File: src/rtl/extend_pipe_if.sv
`default_nettype none
// ============================================================================
// Module   : extend_pipe_if
// Brief    : Request/response bundle for the pipelined immediate extender.
// Revision : 1.0
// ============================================================================
interface extend_pipe_if #(
    parameter int XLEN      = 32,
    parameter int ERR_CNT_W = 8
);
    logic                 flush;
    logic                 in_valid;
    logic                 in_ready;
    logic [2:0]           ImmSrc;
    logic [23:0]          Instr;
    logic                 CarryIn;
    logic                 out_valid;
    logic                 out_ready;
    logic [XLEN-1:0]      ExtImm;
    logic                 ImmCarry;
    logic                 ImmErr;
    logic [ERR_CNT_W-1:0] err_count;

    modport master (
        output flush, in_valid, ImmSrc, Instr, CarryIn, out_ready,
        input  in_ready, out_valid, ExtImm, ImmCarry, ImmErr, err_count
    );

    modport slave (
        input  flush, in_valid, ImmSrc, Instr, CarryIn, out_ready,
        output in_ready, out_valid, ExtImm, ImmCarry, ImmErr, err_count
    );
endinterface
`default_nettype wire

File: src/rtl/extend_pipe.sv
`default_nettype none
// ============================================================================
// Module   : extend_pipe
// Brief    : Two-stage valid/ready immediate extender with ARM rotated imm,
//            flush and a saturating illegal-mode counter.
// Revision : 1.0
// ============================================================================
module extend_pipe #(
    parameter int XLEN      = 32,
    parameter int ROT_EN    = 1,
    parameter int ERR_CNT_W = 8
) (
    input  wire logic     clk,
    input  wire logic     reset_n,
    extend_pipe_if.slave  bus
);

    logic                 r_s1_valid;
    logic [2:0]           r_s1_src;
    logic [23:0]          r_s1_instr;
    logic                 r_s1_cin;

    logic                 r_s2_valid;
    logic [XLEN-1:0]      r_s2_ext;
    logic                 r_s2_carry;
    logic                 r_s2_err;

    logic [ERR_CNT_W-1:0] r_err_cnt;

    logic                 w_in_ready;
    logic                 w_accept;
    logic                 w_s2_adv;
    logic                 w_out_fire;
    logic [3:0]           w_rot;
    logic [4:0]           w_sh;
    logic [31:0]          w_imm32;
    logic [31:0]          w_rot32;
    logic [XLEN-1:0]      w_ext;
    logic                 w_carry;
    logic                 w_err;

    assign w_in_ready = ~r_s1_valid | ~r_s2_valid | bus.out_ready;
    assign w_accept   = bus.in_valid & w_in_ready & ~bus.flush;
    assign w_s2_adv   = r_s1_valid & (~r_s2_valid | bus.out_ready);
    assign w_out_fire = r_s2_valid & bus.out_ready;

    generate
        if (ROT_EN != 0) begin : g_rot
            assign w_rot = r_s1_instr[11:8];
        end else begin : g_norot
            assign w_rot = 4'd0;
        end
    endgenerate

    // Rotate right by 2*rot; a zero shift makes the left term vanish.
    assign w_sh    = {w_rot, 1'b0};
    assign w_imm32 = {24'd0, r_s1_instr[7:0]};
    assign w_rot32 = (w_imm32 >> w_sh) | (w_imm32 << (6'd32 - {1'b0, w_sh}));

    always_comb begin
        w_ext   = '0;
        w_carry = r_s1_cin;
        w_err   = 1'b0;
        case (r_s1_src)
            3'b000: begin
                w_ext = XLEN'(w_rot32);
                if (w_rot != 4'd0) begin
                    w_carry = w_rot32[31];
                end
            end
            3'b001:  w_ext = XLEN'(r_s1_instr[11:0]);
            3'b010:  w_ext = XLEN'($signed({r_s1_instr, 2'b00}));
            3'b011:  w_ext = XLEN'({r_s1_instr[11:8], r_s1_instr[3:0]});
            3'b100:  w_ext = XLEN'($signed(r_s1_instr[11:0]));
            default: w_err = 1'b1;
        endcase
    end

    always_ff @(posedge clk or negedge reset_n) begin
        if (!reset_n) begin
            r_s1_valid <= 1'b0;
            r_s1_src   <= 3'd0;
            r_s1_instr <= 24'd0;
            r_s1_cin   <= 1'b0;
        end else begin
            if (bus.flush) begin
                r_s1_valid <= 1'b0;
            end else if (w_accept) begin
                r_s1_valid <= 1'b1;
            end else if (w_s2_adv) begin
                r_s1_valid <= 1'b0;
            end
            if (w_accept) begin
                r_s1_src   <= bus.ImmSrc;
                r_s1_instr <= bus.Instr;
                r_s1_cin   <= bus.CarryIn;
            end
        end
    end

    always_ff @(posedge clk or negedge reset_n) begin
        if (!reset_n) begin
            r_s2_valid <= 1'b0;
            r_s2_ext   <= '0;
            r_s2_carry <= 1'b0;
            r_s2_err   <= 1'b0;
        end else begin
            if (bus.flush) begin
                r_s2_valid <= 1'b0;
            end else if (w_s2_adv) begin
                r_s2_valid <= 1'b1;
            end else if (w_out_fire) begin
                r_s2_valid <= 1'b0;
            end
            if (w_s2_adv) begin
                r_s2_ext   <= w_ext;
                r_s2_carry <= w_carry;
                r_s2_err   <= w_err;
            end
        end
    end

    // A delivery in a flush cycle still counts.
    always_ff @(posedge clk or negedge reset_n) begin
        if (!reset_n) begin
            r_err_cnt <= '0;
        end else if (w_out_fire && r_s2_err && (r_err_cnt != {ERR_CNT_W{1'b1}})) begin
            r_err_cnt <= r_err_cnt + ERR_CNT_W'(1);
        end
    end

    assign bus.in_ready  = w_in_ready;
    assign bus.out_valid = r_s2_valid;
    assign bus.ExtImm    = r_s2_ext;
    assign bus.ImmCarry  = r_s2_carry;
    assign bus.ImmErr    = r_s2_err;
    assign bus.err_count = r_err_cnt;

endmodule
`default_nettype wire

File: src/flat_wrapper.sv
// flat-port wrapper written by rule: the top's interface ports become plain ports
module extend_pipe_flat 
#(
    parameter int XLEN      = 32,
    parameter int ROT_EN    = 1,
    parameter int ERR_CNT_W = 8
)
  (clk, reset_n, bus_flush, bus_in_valid, bus_ImmSrc, bus_Instr, bus_CarryIn, bus_out_ready, bus_in_ready, bus_out_valid, bus_ExtImm, bus_ImmCarry, bus_ImmErr, bus_err_count);
  extend_pipe_if #(.XLEN(XLEN), .ERR_CNT_W(ERR_CNT_W)) bus_i ();
  input  wire logic clk;
  input  wire logic reset_n;
  input wire logic [$bits(bus_i.flush)-1:0] bus_flush;
  input wire logic [$bits(bus_i.in_valid)-1:0] bus_in_valid;
  input wire logic [$bits(bus_i.ImmSrc)-1:0] bus_ImmSrc;
  input wire logic [$bits(bus_i.Instr)-1:0] bus_Instr;
  input wire logic [$bits(bus_i.CarryIn)-1:0] bus_CarryIn;
  input wire logic [$bits(bus_i.out_ready)-1:0] bus_out_ready;
  output wire logic [$bits(bus_i.in_ready)-1:0] bus_in_ready;
  output wire logic [$bits(bus_i.out_valid)-1:0] bus_out_valid;
  output wire logic [$bits(bus_i.ExtImm)-1:0] bus_ExtImm;
  output wire logic [$bits(bus_i.ImmCarry)-1:0] bus_ImmCarry;
  output wire logic [$bits(bus_i.ImmErr)-1:0] bus_ImmErr;
  output wire logic [$bits(bus_i.err_count)-1:0] bus_err_count;
  assign bus_i.flush = bus_flush;
  assign bus_i.in_valid = bus_in_valid;
  assign bus_i.ImmSrc = bus_ImmSrc;
  assign bus_i.Instr = bus_Instr;
  assign bus_i.CarryIn = bus_CarryIn;
  assign bus_i.out_ready = bus_out_ready;
  assign bus_in_ready = bus_i.in_ready;
  assign bus_out_valid = bus_i.out_valid;
  assign bus_ExtImm = bus_i.ExtImm;
  assign bus_ImmCarry = bus_i.ImmCarry;
  assign bus_ImmErr = bus_i.ImmErr;
  assign bus_err_count = bus_i.err_count;
  extend_pipe #(.XLEN(XLEN), .ROT_EN(ROT_EN), .ERR_CNT_W(ERR_CNT_W)) u_core (.clk(clk), .reset_n(reset_n), .bus(bus_i));
endmodule
File: config.mk
export PLATFORM = sky130hd
export DESIGN_NAME = extend_pipe_flat
export DESIGN_NICKNAME = d
export VERILOG_FILES = /design/src/rtl/extend_pipe_if.sv /design/src/rtl/extend_pipe.sv /design/src/flat_wrapper.sv
export SDC_FILE = /design/constraint.sdc
export NUM_CORES = 1
export LEC_CHECK = 0
export CORE_ASPECT_RATIO = 0.6
export CORE_MARGIN = 10
export CORE_UTILIZATION = 52
export DETAILED_ROUTE_END_ITERATION = 6
export PLACE_DENSITY = 0.84
export SLEW_MARGIN = 20
export SYNTH_ARGS = -nofsm -noshare
export SYNTH_HDL_FRONTEND = slang
export SYNTH_SLANG_ARGS = --single-unit
File: constraint.sdc
create_clock -name clk -period 3.6 [get_ports clk]
set_input_delay 0.54 -clock clk [delete_from_list [all_inputs] [get_ports clk]]
set_output_delay 0.54 -clock clk [all_outputs]
set_load 0.02 [all_outputs]
==> results by group, run 1 <==
Status
  – Status: complete, no violations

Clock tree
  – CTS-repair resized insts: 0
  – Number of clock sinks: 72
  – Number of clock buffers inserted by TritonCTS: 9
  – TritonCTS clock tree: built
  – CTS H-Tree Depth: 3
  – Setup fix buffers added after clock tree synthesis: 0
  – CTS max path bufs: 2
  – Register clock-pin slew on the reported worst setup and hold paths: 0.06 ns
  – Hold buffer count at CTS: 0
  – Root Buffer Master: sky130_fd_sc_hd__clkbuf_16
  – Clock latency of the later-clocked register in the worst-skew pair: 0.34 ns

Layout
  – Area added between synthesis and finish: 27.7%
  – Layout cells sized above 1: 15.6%
  – N_diodes: 0
  – Post-route insts no fill: 559
  – Final Instance Area: 5100 µm²
  – Filler Cell Count: 548
  – Net count reported at finish: 485

Floorplanning
  – Num ports: 77
  – Number of rows created at floorplan: 24
  – Horiz. Die Dim: 133 µm
  – Area enclosed by the die boundary: 11700 µm²
  – Starting density of the core: 54.3%
  – Die Height: 87.9 µm
  – Placeable core area: 7360 µm²

Global route
  – Maximum number of pins on one net before global-route repair: 73
  – Via count of the first global-routing pass: 3530
  – Antenna violations before repair: 0
  – Wire length of the first global-routing pass: 20.5 mm
  – Global routing usage summed across all routing layers: 22.2%
  – Overflow left after global routing: 0

Power
  – Leakage power of the design: 2.08 nW
  – Ratio of total power to cell area: 589 nW/µm²
  – Max rail drop VDD: 0.000397 V
  – Total power of the final layout: 3.01 mW

Logic synthesis
  – Commonest register cell after synthesis: sky130_fd_sc_hd__dfrtp_1
  – Post-synthesis sequential area ratio: 45.1%
  – Mapped Avg Cell Area: 10.4 µm²
  – Dominant cells by area after synthesis: sky130_fd_sc_hd__dfrtp_1 (45%), sky130_fd_sc_hd__mux2_2 (10%), sky130_fd_sc_hd__o221ai_1 (5.3%)
  – Share of the synthesized area in the top cell type: 45.1%
  – Synth Warn #: 0
  – Flip-flop and latch count after synthesis: 72
  – FFs w/ async S/R, synth: 100%
  – Net count of the mapped netlist: 418
  – Ranking of synthesized cells by instance count: sky130_fd_sc_hd__dfrtp_1 (72), sky130_fd_sc_hd__mux2_2 (37), sky130_fd_sc_hd__nand2_1 (36)
  – Post-synth cell types: 53
  – Most frequently used cell type in the post-synthesis netlist: sky130_fd_sc_hd__dfrtp_1
  – Number of standard cells after synthesis: 383
  – Total standard cell area after synthesis: 4000 µm²
  – Cell type contributing the most total cell area after synthesis: sky130_fd_sc_hd__dfrtp_1
  – Number of flops mapped to enable cells by yosys: 0

Worst setup path
  – Data required time at the worst endpoint: 3.06 ns
  – Slowest CP cell: sky130_fd_sc_hd__clkdlybuf4s50_1
  – Maximum cell stage delay along the critical path: 0.56 ns
  – Kind of cell adding the most delay to the critical path: buffers and inverters
  – Kind of start point of the critical path: primary input
  – Highest net fanout along the worst path: 5
  – Endpoint kind of the worst setup timing path: primary output
  – Cell seen most often among critical-path stages: sky130_fd_sc_hd__clkdlybuf4s50_1
  – CP bufs+invs: 2
  – Cells traversed along the worst timing path: clkdlybuf4s50_1 -> nor2b_1 -> nand2_1 -> clkdlybuf4s50_1
  – Arrival time at the worst endpoint: 2.13 ns
  – Crit path kind: primary input to primary output

Timing
  – Unrepaired setup endpoints after global routing: false
  – Count of final max-slew check failures: 0
  – Setup Viol. Count Final: 0
  – Post-route minimum period: 2.67 ns
  – Highest Clock Rate: 0.375 GHz
  – Worst Hold Slack: 0.421 ns
  – Remaining max-slew budget at the tightest pin: 38.4%
  – Hold violation total from the final report: 0
  – Slew at the pin closest to its max-slew limit: 0.924 ns
  – Period utilization: 74.1%
  – Total Neg Setup Slack: 0 ns
  – Setup skew after layout: 0.00684 ns

Run
  – Max-capacitance violation count: 0

Routing
  – Count of TritonRoute iterations in the first routing pass: 5
  – Initial drt markers: 367
  – DRC violation count after routing: 0
  – Post-detailed-route wirelength per cell: 22.9 µm
  – Wire length after detailed routing: 12.8 mm
  – Via/cell ratio: 6.43
  – Total via count after detailed routing: 3592
  – Remaining antenna violation count: 0

Placement
  – Number of buffers added on ports: 76
  – HPWL after detailed placement: 8.98 mm
  – Post-detailed-placement cell area: 4840 µm²
  – Routability Congestion: 0.935
  – Count of placed standard cells including taps: 543

Min path
  – Hold Crit Class: primary input to async pin
-- power by group --
part / total, mW / internal (mW) / switching, mW
sequential: 1.12 / 0.953 / 0.168
clock: 0.814 / 0.462 / 0.352
combinational: 1.07 / 0.492 / 0.579
-- final cells by class --
cell class	count	area [µm²]	area share (%)
timing repair buffer	88	846	16.6
tap	104	130	2.55
sequential	72	1800	35.3
inverter	6	22.5	0.441
clock inverter	6	36.3	0.711
multi-input combinational	273	2040	40.0
clock buffer	10	229	4.49
-- per-layer routing --
metal | vias to the layer above | global-route usage [%] | wire length, µm
li1 | 1590 | - | -
met1 | 1773 | 31.8 | 6040
met2 | 215 | 31.2 | 5300
met3 | 14 | 7.60 | 1330
met4 | 0 | 5.60 | 108
met5 | - | 0 | 0
-- cells in the final DEF, fill, tap and decap left out, types with 5 or more instances in the layout --
cell,n
sky130_fd_sc_hd__clkdlybuf4s50_1,75
sky130_fd_sc_hd__dfrtp_1,72
sky130_fd_sc_hd__mux2_2,37
sky130_fd_sc_hd__nand2_1,36
sky130_fd_sc_hd__o221ai_1,24
sky130_fd_sc_hd__a21oi_1,16
sky130_fd_sc_hd__nor2_1,12
sky130_fd_sc_hd__mux2i_1,12
sky130_fd_sc_hd__buf_4,12
sky130_fd_sc_hd__clkbuf_16,9
sky130_fd_sc_hd__nand3_1,7
sky130_fd_sc_hd__xnor2_1,7
sky130_fd_sc_hd__o21ai_0,7
sky130_fd_sc_hd__a22oi_1,7
sky130_fd_sc_hd__nor2b_1,6
sky130_fd_sc_hd__nand2b_1,6
sky130_fd_sc_hd__o21a_1,6
sky130_fd_sc_hd__a2bb2oi_1,6
sky130_fd_sc_hd__nand3b_1,5
sky130_fd_sc_hd__and2_1,5
sky130_fd_sc_hd__nand4_1,5
sky130_fd_sc_hd__a221o_1,5
sky130_fd_sc_hd__o211ai_1,5
-- final timing paths --
| kind | from | end | slack [ns] | cells past startpoint |
|---|---|---|---|---|
| worst max-delay path | bus_out_ready | bus_in_ready | 0.93 | 4 |
| max in group asynchronous | reset_n | u_core.r_s1_instr[11] | 2.57 | 2 |
| min in group clk | u_core.bus.ExtImm[26] | u_core.bus.ExtImm[26] | 0.50 | 2 |
| worst min register to register | u_core.bus.ExtImm[26] | u_core.bus.ExtImm[26] | 0.50 | 2 |
| worst min-delay path | reset_n | u_core.r_s1_src[1] | 0.42 | 2 |
| worst max register to register | u_core.r_s1_src[0] | u_core.bus.ExtImm[31] | 1.09 | 4 |
-- logic make-up after synthesis --
group,after synthesis,share of synthesized area (%)
AO/OA/AOI/OAI,109,21.3
AND/OR/NAND/NOR,104,13.7
flip-flops,72,45.1
multiplexers,49,13.4
buffers and inverters,38,3.91
XOR/XNOR,9,1.97
adder cells (fa/ha/maj),2,0.626
-- state kept, by name (all words and copies together), names as in the netlist, 3 cells and up --
register,cells
u_core.bus.err_count,8
u_core.r_s1_instr,24
u_core.r_s1_src,3
u_core.bus.ExtImm,32
-- per-stage QoR --
step / util [%] / setup WS (ns)
floorplan: - / 0.993
global placement: 65.8 / 1.01
detailed placement: 65.8 / 0.942
CTS: 69.4 / 0.924
global route: 69.4 / 0.811
finish: 69.4 / 0.933
(Power assumes the default switching activity.)
==> run 2, diff against run 1 <==
==> constraint.sdc (replaced) <==
create_clock -name clk -period 2.6 [get_ports clk]
set_input_delay 0.39 -clock clk [delete_from_list [all_inputs] [get_ports clk]]
set_output_delay 0.39 -clock clk [all_outputs]
set_load 0.02 [all_outputs]
==> run 2 against run 1 <==
Effect of this change: hold slack worse by 0.31 ns; cell count increased by 2.1%; non-clock buffer count rose by 12; critical path type unchanged; largest power group unchanged; sequential share of layout area shrank 1.1 points; global-route usage rose by 0.70 points; flip-flop and latch count did not move; sequential power up 39%; critical path depth stayed put; highest routed layer unchanged.
==> results by group, run 2 (synthesized netlist as in run 1, its figures left out) <==
Worst setup path
  – Maximum cell stage delay along the critical path: 0.57 ns
  – Highest net fanout along the worst path: 5
  – Reg2Reg Depth: 6
  – Endpoint kind of the worst setup timing path: primary output
  – Crit path depth: 4
  – Cells traversed along the worst timing path: clkdlybuf4s50_1 -> nor2b_1 -> nand2_1 -> clkdlybuf4s50_1
  – CP bufs+invs: 2
  – Crit path kind: primary input to primary output
  – Cell seen most often among critical-path stages: sky130_fd_sc_hd__clkdlybuf4s50_1
  – Data required time at the worst endpoint: 2.21 ns
  – Slowest CP cell: sky130_fd_sc_hd__clkdlybuf4s50_1
  – Arrival time at the worst endpoint: 2.00 ns
  – Kind of start point of the critical path: primary input
  – Kind of cell adding the most delay to the critical path: buffers and inverters

Floorplanning
  – Num ports: 77
  – Number of rows created at floorplan: 24
  – Die Height: 87.9 µm
  – Horiz. Die Dim: 133 µm
  – Placeable core area: 7360 µm²
  – Area enclosed by the die boundary: 11700 µm²
  – Starting density of the core: 54.3%

Clock tree
  – Hold buffer count at CTS: 0
  – TritonCTS clock tree: built
  – Number of clock sinks: 72
  – Clock latency of the later-clocked register in the worst-skew pair: 0.34 ns
  – CTS max path bufs: 2
  – CTS-repair resized insts: 0
  – Setup fix buffers added after clock tree synthesis: 0
  – Root Buffer Master: sky130_fd_sc_hd__clkbuf_16
  – Register clock-pin slew on the reported worst setup and hold paths: 0.05 ns
  – Number of clock buffers inserted by TritonCTS: 9
  – CTS H-Tree Depth: 3

Layout
  – N_diodes: 0
  – Area added between synthesis and finish: 31.9%
  – Filler Cell Count: 532
  – Commonest cells after routing, fill and taps aside: sky130_fd_sc_hd__clkdlybuf4s50_1 (75), sky130_fd_sc_hd__dfrtp_1 (72), sky130_fd_sc_hd__mux2_2 (37)
  – Layout cells sized above 1: 18.0%
  – Number of flip-flops under the largest register name: 32
  – Final Core Density: 71.7%
  – Net count reported at finish: 497
  – Most common cell after layout, fill and taps aside: sky130_fd_sc_hd__clkdlybuf4s50_1
  – Final Instance Area: 5270 µm²

Timing
  – Setup Viol. Count Final: 0
  – Count of final max-slew check failures: 0
  – Remaining max-slew budget at the tightest pin: 51.6%
  – Post-route minimum period: 2.39 ns
  – Hold violation total from the final report: 0
  – Setup skew after layout: 0.00598 ns
  – Worst Hold Slack: 0.111 ns
  – Slew at the pin closest to its max-slew limit: 0.727 ns
  – Period utilization: 92.0%
  – Unrepaired setup endpoints after global routing: false
  – Total Neg Setup Slack: 0 ns
  – Highest Clock Rate: 0.418 GHz

Routing
  – DRC violation count after routing: 0
  – Via/cell ratio: 6.46
  – Initial drt markers: 406
  – Total via count after detailed routing: 3686
  – Wire length after detailed routing: 13.3 mm
  – Count of TritonRoute iterations in the first routing pass: 5
  – Post-detailed-route wirelength per cell: 23.4 µm
  – Remaining antenna violation count: 0

Power
  – Total power of the final layout: 4.39 mW
  – Leakage power of the design: 2.18 nW
  – Max rail drop VDD: 0.000438 V
  – Ratio of total power to cell area: 833 nW/µm²

Run
  – Max-capacitance violation count: 0

Global route
  – Wire length of the first global-routing pass: 20.9 mm
  – Via count of the first global-routing pass: 3687
  – Global routing usage summed across all routing layers: 22.9%
  – Maximum number of pins on one net before global-route repair: 45
  – Antenna violations before repair: 0
  – Overflow left after global routing: 0

Min path
  – Hold Crit Class: primary input to async pin

Placement
  – Number of buffers added on ports: 76
  – Routability Congestion: 1.01
  – HPWL after detailed placement: 9.71 mm
  – Post-detailed-placement cell area: 4950 µm²

Status
  – Status: complete, no violations
## run 2: cell count changes in the layout (fill, tap and decap cells not counted)
cell,change
sky130_fd_sc_hd__buf_4,+10
sky130_fd_sc_hd__clkbuf_8,+3
sky130_fd_sc_hd__clkinv_2,-3
sky130_fd_sc_hd__buf_12,+2
sky130_fd_sc_hd__bufinv_16,+1
sky130_fd_sc_hd__clkbuf_1,-1
## run 2: metrics by stage
step,cells,setup WS [ns]
global placement,555,0.254
global route,571,0.0971
floorplan,383,0.118
CTS,571,0.213
detailed placement,555,0.227
finish,571,0.208
## run 2: final cells by class
| type | count | area [µm²] | area share, % |
|---|---|---|---|
| Clock buffer | 12 | 267 | 5.05 |
| Clock inverter | 4 | 51.3 | 0.973 |
| Inverter | 6 | 22.5 | 0.427 |
| Multi-Input combinational cell | 273 | 2040 | 38.7 |
| Sequential cell | 72 | 1800 | 34.2 |
| Tap cell | 104 | 130 | 2.47 |
| Timing Repair Buffer | 100 | 961 | 18.2 |
## run 2: report_power, final
group / total (mW) / internal, mW / switching (mW)
clock: 1.29 / 0.821 / 0.473
sequential: 1.56 / 1.32 / 0.241
combinational: 1.54 / 0.715 / 0.821
total: 4.39 / 2.86 / 1.53
## run 2: worst reg2reg max path: stages (launching register included)
cell	delay [ns]
sky130_fd_sc_hd__dfrtp_1	0.50
sky130_fd_sc_hd__inv_1	0.12
sky130_fd_sc_hd__ha_1	0.43
sky130_fd_sc_hd__mux2_2	0.38
sky130_fd_sc_hd__a2bb2oi_1	0.30
sky130_fd_sc_hd__mux2i_1	0.16
sky130_fd_sc_hd__a221o_1	0.35
## run 2: routing by layer
metal  wire length (µm)  vias up  track usage (%)
met5                  0        -                0
li1                   -     1619                -
met3               1750       19             11.1
met2               5600      244             32.4
met1               5810     1804             30.4
met4                173        0             6.39
## run 2: final timing paths
check                                 startpoint               endpoint  slack (ns)
max                                bus_out_ready           bus_in_ready        0.21
min                                      reset_n     u_core.r_s1_src[0]        0.11
max reg2reg                 u_core.r_s1_instr[9]  u_core.bus.ExtImm[29]        0.23
min reg2reg                u_core.bus.ExtImm[24]  u_core.bus.ExtImm[24]        0.49
max in group asynchronous                reset_n  u_core.bus.ExtImm[10]        1.80
min in group clk           u_core.bus.ExtImm[24]  u_core.bus.ExtImm[24]        0.49
